[src/rtl/reg_bank_3r1w.sv]
// Purpose : 16 x 16-bit register file with two decode read ports, one
//           destination-register read port, and one write-back write port.
// Latency : reads are combinational; a write lands on the next rising edge.
//           With BYPASS=1 the write data is forwarded to matching read ports
//           in the same cycle.
// Backpressure: none; a write is accepted on every edge where sinal=1.
//
// Ports:
//   clk       - single clock, rising edge
//   reset     - synchronous reset, active-low; clears every register
//   sinal     - write enable from the write-back stage
//   entrada1  - read address, port 1
//   entrada2  - read address, port 2
//   entrada3  - write address, also the read address for port 3
//   dado      - write data
//   saida1..3 - read data for ports 1..3
module reg_bank_3r1w #(
  parameter int DATA_W = 16,
  parameter int ADDR_W = 4,
  parameter int BYPASS = 1
) (
  input  logic              clk,
  input  logic              reset,
  input  logic              sinal,
  input  logic [ADDR_W-1:0] entrada1,
  input  logic [ADDR_W-1:0] entrada2,
  input  logic [ADDR_W-1:0] entrada3,
  input  logic [DATA_W-1:0] dado,
  output logic [DATA_W-1:0] saida1,
  output logic [DATA_W-1:0] saida2,
  output logic [DATA_W-1:0] saida3
);

  localparam int DEPTH  = 1 << ADDR_W;
  localparam bit BYP_EN = (BYPASS != 0);

  logic [DATA_W-1:0] r_regs [DEPTH];

  // A write that will commit on this edge. Reset blocks both the write and
  // the forwarding path, so outputs never show data that is about to be
  // discarded.
  logic w_fwd;
  assign w_fwd = BYP_EN && sinal && reset;

  always_ff @(posedge clk) begin
    if (!reset) begin
      for (int i = 0; i < DEPTH; i++) begin
        r_regs[i] <= '0;
      end
    end else if (sinal) begin
      r_regs[entrada3] <= dado;
    end
  end

  // Port 3 is addressed by the write address itself, so it forwards on
  // every active write without an address compare.
  always_comb begin
    saida1 = r_regs[entrada1];
    saida2 = r_regs[entrada2];
    saida3 = r_regs[entrada3];
    if (w_fwd) begin
      if (entrada1 == entrada3) saida1 = dado;
      if (entrada2 == entrada3) saida2 = dado;
      saida3 = dado;
    end
  end

endmodule

[config.mk]
export PLATFORM = sky130hd
export DESIGN_NAME = reg_bank_3r1w
export DESIGN_NICKNAME = d
export VERILOG_FILES = /design/src/rtl/reg_bank_3r1w.sv
export SDC_FILE = /design/constraint.sdc
export NUM_CORES = 1
export LEC_CHECK = 0
export BUFFER_PORTS_ARGS = -buffer_cell sky130_fd_sc_hd__buf_2
export CAP_MARGIN = 20
export CORE_MARGIN = 3
export CORE_UTILIZATION = 65
export DETAILED_ROUTE_END_ITERATION = 16
export HOLD_SLACK_MARGIN = 0.08
export PLACE_DENSITY_LB_ADDON = 0.1
export SLEW_MARGIN = 15
export SYNTH_ARGS = -nofsm -noshare
export SYNTH_HDL_FRONTEND = slang
export SYNTH_SLANG_ARGS = --single-unit
[constraint.sdc]
create_clock -name clk -period 7.1 [get_ports clk]
set_clock_uncertainty 0.2 [all_clocks]
set_input_delay 1.775 -clock clk [delete_from_list [all_inputs] [get_ports clk]]
set_output_delay 1.775 -clock clk [all_outputs]
set_load 0.1 [all_outputs]
==> results of run 1 <==
## layout by cell type, fill, tap and decap left out, types with 5 or more instances in the layout
| master | count |
|---|---|
| o21ai_2 | 10 |
| nor2b_1 | 16 |
| mux4_1 | 9 |
| clkbuf_16 | 29 |
| buf_2 | 74 |
| buf_4 | 50 |
| edfxtp_1 | 256 |
| nand2b_1 | 7 |
| xnor2_1 | 6 |
| mux2_2 | 46 |
| buf_12 | 5 |
| o22ai_1 | 16 |
| nor2_1 | 28 |
| a211oi_1 | 16 |
| mux4_2 | 180 |
| clkinv_2 | 7 |
| mux2i_1 | 96 |
| and2_1 | 256 |
## stage by stage
| stage | total power, uW | setup slack (ns) | utilization |
|---|---|---|---|
| 5_1_grt | 4440 | 0.744 | 0.738 |
| 2_1_floorplan | 2600 | 1.10 | - |
| 3_5_place_dp | 2830 | 0.897 | 0.699 |
| 4_1_cts | 4320 | 0.883 | 0.738 |
| 6_report | 4330 | 0.818 | 0.738 |
| 3_3_place_gp | 2820 | 0.934 | 0.699 |
## per-layer routing
| metal | up-vias | routed length [um] | GRT usage |
|---|---|---|---|
| li1 | 4365 | - | - |
| met1 | 5494 | 17800 | 0.513 |
| met2 | 911 | 23700 | 0.596 |
| met3 | 203 | 6650 | 0.110 |
| met4 | 2 | 2780 | 0.164 |
| met5 | - | 11 | 0 |
## cell families (layout without fill, tap and decap cells)
family                    Yosys count  in the layout  share of synthesized area
DFF                               256            256                      0.466
AOI/OAI and AO/OA                  44             44                     0.0170
and+or+nand+nor                   322            322                      0.120
xor gates and xnor gates            8              8                    0.00425
buffers and inverters             105            181                     0.0369
muxes                             336            336                      0.356
## path summary, 6_finish.rpt
check	start	end	slack (ns)	cells after the start
worst min-delay path	dado[0]	r_regs[7][0]	1.52	2
worst max-delay path	entrada3[3]	saida1[5]	0.82	6
## report_power, final
part           internal [uW]  switching (uW)
sequential              1750            72.1
combinational            331             665
clock                    892             616
total                   2980            1350
## synth_stat cells, types with 3 or more instances
master    count
a211oi_1     16
and2_1      256
buf_1         9
buf_2        27
buf_4         5
buf_6        10
buf_8         3
clkbuf_1     47
edfxtp_1    256
mux2_2       46
mux2i_1      96
mux4_1        9
mux4_2      180
mux4_4        3
nand2_1       3
nand2b_1      7
nor2_1       28
nor2b_1      16
nor3_2        4
o21ai_0      12
o22ai_1      16
xnor2_1       6
## critical path: stages
cell	delay (ns)
buf_4	0.25
xnor2_1	0.42
nand4_2	0.77
buf_4	0.43
mux2_2	0.22
buf_2	0.42
## layout make-up
type	instances	area (um^2)	area share
Clock inverter	20	216	0.0119
Timing Repair Buffer	129	846	0.0466
Clock buffer	32	737	0.0406
Multi-Input combinational cell	710	8260	0.455
Sequential cell	256	7690	0.423
Tap cell	324	405	0.0223
==> flow_metrics.env, run 1 <==
export IMPL_status="completed"
export IMPL_numCtsBuffers=28
export IMPL_fin_setup_tns_ns=0
export IMPL_crit_path_end_kind="primary output"
export IMPL_synth_avg_cell_area_um2=15.4
export IMPL_io_pins=79
export IMPL_drcViolationCount=0
export IMPL_synth_fp_nets=1102
export IMPL_slew_violations=0
export IMPL_postSynth_asyncResetShare=0
export IMPL_max_clock_path_buffers=3
export IMPL_vias_per_cell=7.46
export IMPL_fp_dieH_um=165
export IMPL_cts_resized=0
export IMPL_cp_required_ns=5.12
export IMPL_ys_seq_elements=256
export IMPL_synthTopCellsByArea="edfxtp_1, mux4_2, and2_1"
export IMPL_area_growth_pct=10.0
export IMPL_vdd_ir_drop_max_v=0.000233
export IMPL_postCtsSetupBuffers=0
export IMPL_tightest_slew_ns=1.12
export IMPL_dieArea_um2=27300
export IMPL_path_max_fanout=27
export IMPL_antenna_found_initial=3
export IMPL_clk_pin_slew_ns=0.07
export IMPL_fmax_ghz=0.159
export IMPL_min_path_type="in -> reg"
export IMPL_power_density_nw_per_um2=238
export IMPL_path_class="in -> out"
export IMPL_crit_path_start_kind="input pin"
export IMPL_place_gp_congestion=0.892
export IMPL_finalCritPeriodShare=0.885
export IMPL_finalSetupViolations=0
export IMPL_holdWs_ns=1.52
export IMPL_die_x_um=165
export IMPL_port_buffers=78
export IMPL_synth_edf_count=256
export IMPL_place_hpwl_um=32000
export IMPL_grt_ovfl_total=0
export IMPL_maxSlewHeadroom=0.252
export IMPL_grt_max_degree=65
export IMPL_rsz0062_at_grt="no"
export IMPL_placedCellCount=1419
export IMPL_drive_above_1_share=0.372
export IMPL_drtPass1Iterations=5
export IMPL_cts_tree="yes"
export IMPL_drt_iter0_drc=1493
export IMPL_wl_um=50900
export IMPL_hold_violations=0
export IMPL_leakage_uw=0.00653
export IMPL_cap_violations=0
export IMPL_postCtsHoldBufs=0
export IMPL_grt_pass1_vias=11100
export IMPL_core_um2=24600
export IMPL_cts_sinks=256
export IMPL_yosys_area_top_type_share=0.466
export IMPL_wl_per_cell_um=34.6
export IMPL_yosysUniqueCellTypes=32
export IMPL_largest_register_ffs=256
export IMPL_diodes=0
export IMPL_grt_pass1_wl_um=73700
export IMPL_final_cells=1471
export IMPL_cts_htree_levels=1
export IMPL_reg_largest_list="r_regs: 256 flops"
export IMPL_ys_seq_area_frac=0.466
export IMPL_grt_usage=0.383
export IMPL_crit_arrival_ns=4.31
export IMPL_vias=11000
export IMPL_synth_top_cell_by_area="edfxtp_1"
export IMPL_num_nets_final=1156
export IMPL_initial_core_util=0.670
export IMPL_syn_area_um2=16500
export IMPL_placed_area_um2=17200
export IMPL_stdcell_area_um2=18200
export IMPL_drtAntennaViolNets=0
export IMPL_core_rowCount=57
export IMPL_regMostFlops="r_regs"
export IMPL_cts_root_buffer="clkbuf_16"
export IMPL_synth_cells=1071
export IMPL_synth_flop_cell="edfxtp_1"
export IMPL_finalCriticalPeriod_ns=6.28
export IMPL_n_fill_cell=1574
export IMPL_yosysWarnings=0
Note: power is estimated with default switching activity, not from simulation.
==> inputs of run 2 (changes only) <==
==> constraint.sdc (replaced) <==
create_clock -name clk -period 7.1 [get_ports clk]
set_clock_uncertainty 0.2 [all_clocks]
set_input_delay 0.355 -clock clk [delete_from_list [all_inputs] [get_ports clk]]
set_output_delay 0.355 -clock clk [all_outputs]
set_load 0.1 [all_outputs]
==> flow_metrics.env, run 2 (synthesis results as in run 1) <==
export IMPL_maxSlewHeadroom=0.216
export IMPL_highest_layer="met5"
export IMPL_min_path_type="in -> reg"
export IMPL_wl_met3_um=7470
export IMPL_drtAntennaViolNets=0
export IMPL_vdd_ir_drop_max_v=0.000226
export IMPL_postCtsSetupBuffers=0
export IMPL_crit_arrival_ns=3.24
export IMPL_dieArea_um2=27300
export IMPL_cp_slowest_cell="buf_2"
export IMPL_initial_core_util=0.670
export IMPL_cts_tree="yes"
export IMPL_vias_per_cell=7.62
export IMPL_tightest_slew_ns=1.18
export IMPL_fin_setup_tns_ns=0
export IMPL_antenna_found_initial=1
export IMPL_drtPass1Iterations=6
export IMPL_wl_met1_um=18200
export IMPL_path_class="in -> out"
export IMPL_max_clock_path_buffers=3
export IMPL_dp_slack_ns=3.28
export IMPL_status="completed"
export IMPL_cts_root_buffer="clkbuf_16"
export IMPL_leakage_uw=0.00646
export IMPL_final_core_util=0.732
export IMPL_path_max_fanout=38
export IMPL_rsz0062_at_grt="no"
export IMPL_place_hpwl_um=31500
export IMPL_slowest_delay_ns=0.82
export IMPL_core_rowCount=57
export IMPL_grt_pass1_wl_um=74700
export IMPL_io_pins=79
export IMPL_cp_required_ns=6.55
export IMPL_crit_path_start_kind="input pin"
export IMPL_diodes=0
export IMPL_grt_max_degree=74
export IMPL_wl_um=51400
export IMPL_largest_register_ffs=256
export IMPL_grt_ovfl_total=0
export IMPL_die_x_um=165
export IMPL_finalCriticalPeriod_ns=3.80
export IMPL_cap_violations=0
export IMPL_layout_setup_ws_ns=3.30
export IMPL_numCtsBuffers=28
export IMPL_hold_violations=0
export IMPL_drt_iter0_drc=1783
export IMPL_finalSetupViolations=0
export IMPL_drive_above_1_share=0.363
export IMPL_dr_wl_met2_um=23600
export IMPL_holdWs_ns=0.135
export IMPL_clk_pin_slew_ns=0.06
export IMPL_grt_pass1_vias=11100
export IMPL_cts_resized=0
export IMPL_num_nets_final=1146
export IMPL_fp_dieH_um=165
export IMPL_port_buffers=78
export IMPL_place_gp_congestion=0.915
export IMPL_area_growth_pct=9.21
export IMPL_drcViolationCount=0
export IMPL_cts_htree_levels=1
export IMPL_finalCritPeriodShare=0.535
export IMPL_regMostFlops="r_regs"
export IMPL_path_cells="buf_2 -> buf_4 -> mux4_2 -> mux2i_1 -> mux2i_1 -> mux2_2 -> buf_2"
export IMPL_slew_violations=0
export IMPL_cts_sinks=256
export IMPL_reg_largest_list="r_regs: 256 flops"
export IMPL_postCtsHoldBufs=0
export IMPL_core_um2=24600
export IMPL_final_cell_mix="and2_1, edfxtp_1, mux4_2"
export IMPL_crit_path_end_kind="primary output"
export IMPL_vias=11100
export IMPL_fmax_ghz=0.263
export IMPL_power_density_nw_per_um2=239
export IMPL_grt_usage=0.387
export IMPL_wl_per_cell_um=35.2
==> run 2: area by class of cell <==
| type | count | area [um^2] |
|---|---|---|
| Timing Repair Buffer | 119 | 723 |
| Clock buffer | 32 | 737 |
| Fill cell | 1535 | 6590 |
| Sequential cell | 256 | 7690 |
| Tap cell | 324 | 405 |
| Multi-Input combinational cell | 710 | 8260 |
| Clock inverter | 19 | 201 |
==> run 2: per-layer routing <==
layer	GRT usage	vias up
met5	0	-
met4	0.140	2
met3	0.126	169
met1	0.549	5646
li1	-	4334
met2	0.573	979
==> run 2: through the flow <==
step	total power, uW	area (um^2)	instances
after CTS	4290	18000	1458
after detailed placement	2830	17100	1407
after global routing	4410	18000	1460
final	4310	18000	1460
after global placement	2820	17000	1406
after floorplan	2600	16500	1071
==> run 2: critical path, delay by kind of cell <==
family,cells,cell delay [ns]
buf+inv,3,1.79
mux,4,1.08
==> run 2: power by group <==
| part | internal (uW) | leakage (uW) | switching [uW] | total, uW |
|---|---|---|---|---|
| Sequential | 1750 | 0.00244 | 71.7 | 1830 |
| Clock | 887 | 0.000449 | 603 | 1490 |
| Combinational | 325 | 0.00357 | 668 | 993 |
| Total | 2970 | 0.00646 | 1340 | 4310 |
==> run 2: final timing paths <==
path	start	endpoint	depth (start not counted)
setup / recovery	entrada1[3]	saida1[14]	7
hold / removal	dado[0]	r_regs[6][0]	2
==> inputs of run 3 (changes only) <==
--- a/config.mk
+++ b/config.mk
@@ -8,7 +8,7 @@
 export BUFFER_PORTS_ARGS = -buffer_cell sky130_fd_sc_hd__buf_2
 export CAP_MARGIN = 20
 export CORE_MARGIN = 3
-export CORE_UTILIZATION = 65
+export CORE_UTILIZATION = 57
 export DETAILED_ROUTE_END_ITERATION = 16
 export HOLD_SLACK_MARGIN = 0.08
 export PLACE_DENSITY_LB_ADDON = 0.1
==> constraint.sdc (replaced) <==
create_clock -name clk -period 3.35 [get_ports clk]
set_clock_uncertainty 0.2 [all_clocks]
set_input_delay 0.1675 -clock clk [delete_from_list [all_inputs] [get_ports clk]]
set_output_delay 0.1675 -clock clk [all_outputs]
set_load 0.1 [all_outputs]
==> flow_metrics.env, run 3 (synthesis results as in run 1) <==
export IMPL_reg_largest_list="r_regs: 256 flops"
export IMPL_path_class="reg -> out"
export IMPL_cts_tree="yes"
export IMPL_area_growth_pct=16.6
export IMPL_finalCriticalPeriod_ns=2.90
export IMPL_min_path_type="in -> reg"
export IMPL_dp_slack_ns=0.548
export IMPL_slew_violations=0
export IMPL_initial_core_util=0.586
export IMPL_leakage_uw=0.00698
export IMPL_dieArea_um2=31000
export IMPL_grt_max_degree=45
export IMPL_antenna_found_initial=1
export IMPL_crit_path_end_kind="primary output"
export IMPL_rsz0062_at_grt="no"
export IMPL_cts_htree_levels=1
export IMPL_path_max_fanout=3
export IMPL_placedCellCount=1503
export IMPL_core_um2=28200
export IMPL_vias_per_cell=7.03
export IMPL_maxSlewHeadroom=0.230
export IMPL_crit_arrival_ns=2.53
export IMPL_finalSetupViolations=0
export IMPL_place_gp_congestion=0.906
export IMPL_stdcell_area_um2=19200
export IMPL_hold_violations=0
export IMPL_status="completed"
export IMPL_cts_root_buffer="clkbuf_16"
export IMPL_final_cells=1569
export IMPL_vdd_ir_drop_max_v=0.000363
export IMPL_cp_required_ns=2.98
export IMPL_largest_register_ffs=256
export IMPL_wl_um=52500
export IMPL_drtAntennaViolNets=0
export IMPL_cap_violations=0
export IMPL_power_density_nw_per_um2=484
export IMPL_die_x_um=176
export IMPL_drtPass1Iterations=5
export IMPL_clk_pin_slew_ns=0.06
export IMPL_vias=11000
export IMPL_drt_iter0_drc=1732
export IMPL_grt_pass1_vias=11100
export IMPL_fp_dieH_um=176
export IMPL_diodes=0
export IMPL_max_clock_path_buffers=3
export IMPL_cts_sinks=256
export IMPL_core_rowCount=61
export IMPL_drive_above_1_share=0.377
export IMPL_cp_startpoint="r_regs[7][14]"
export IMPL_grt_pass1_wl_um=76100
export IMPL_final_cell_mix="and2_1, edfxtp_1, mux4_2"
export IMPL_numCtsBuffers=28
export IMPL_io_pins=79
export IMPL_cp_endpoint="saida2[14]"
export IMPL_fin_setup_tns_ns=0
export IMPL_crit_path_start_kind="flop"
export IMPL_wl_per_cell_um=33.5
export IMPL_tightest_slew_ns=1.15
export IMPL_drcViolationCount=0
export IMPL_num_nets_final=1202
export IMPL_fmax_ghz=0.345
export IMPL_port_buffers=78
export IMPL_place_hpwl_um=34900
export IMPL_regMostFlops="r_regs"
export IMPL_grt_ovfl_total=0
export IMPL_layout_setup_ws_ns=0.449
export IMPL_cts_resized=0
export IMPL_finalCritPeriodShare=0.866
export IMPL_placed_area_um2=18200
export IMPL_grt_usage=0.343
export IMPL_fin_total_pwr_uw=9300
-- run 3: cell type report --
class,count,area (um^2)
Fill cell,1890,8940
Timing Repair Buffer,175,1950
Clock inverter,18,136
Clock buffer,32,737
Multi-Input combinational cell,710,8250
Sequential cell,256,7690
Tap cell,378,473
-- run 3: repair_timing --
| item | CTS | global route |
|---|---|---|
| hold buffers | 16 | 0 |
| buffers inserted | 0 | 0 |
| hold endpoints to repair | 256 | 0 |
-- run 3: layer usage --
metal,wire length (um),vias up,global-route usage,part of all wire
met5,93,-,0.0224,0.0018
met1,19600,5611,0.492,0.37
met3,6290,149,0.0742,0.12
met2,24200,825,0.524,0.46
li1,-,4444,-,-
met4,2330,2,0.126,0.044
-- run 3: worst max-delay path: stages (launching register included) --
cell      delay (ns)
edfxtp_1        0.45
mux4_1          0.53
mux2i_1         0.18
mux2i_1         0.22
mux2_4          0.32
buf_2           0.29
-- run 3: through the flow --
stage,hold WS [ns],utilization
after floorplan,0.166,-
after global placement,0.496,0.646
after detailed placement,0.498,0.646
after CTS,0.192,0.683
after global routing,0.210,0.683
final,0.220,0.683
-- run 3: power breakdown --
| group | switching, uW | internal (uW) | total, uW |
|---|---|---|---|
| clock network | 1220 | 1710 | 2940 |
| logic | 1480 | 1010 | 2490 |
| registers | 153 | 3720 | 3870 |
| total | 2850 | 6440 | 9300 |
-- run 3: worst min path at each step --
stage	startpoint	endpoint	slack, ns	cells after the start
CTS	reset	r_regs[8][11]	0.19	4
floorplan	dado[15]	r_regs[0][15]	0.17	1
detailed placement	dado[2]	r_regs[6][2]	0.50	2
finish	reset	r_regs[12][15]	0.22	3
global route	reset	r_regs[8][12]	0.21	4
global placement	dado[15]	r_regs[14][15]	0.50	2
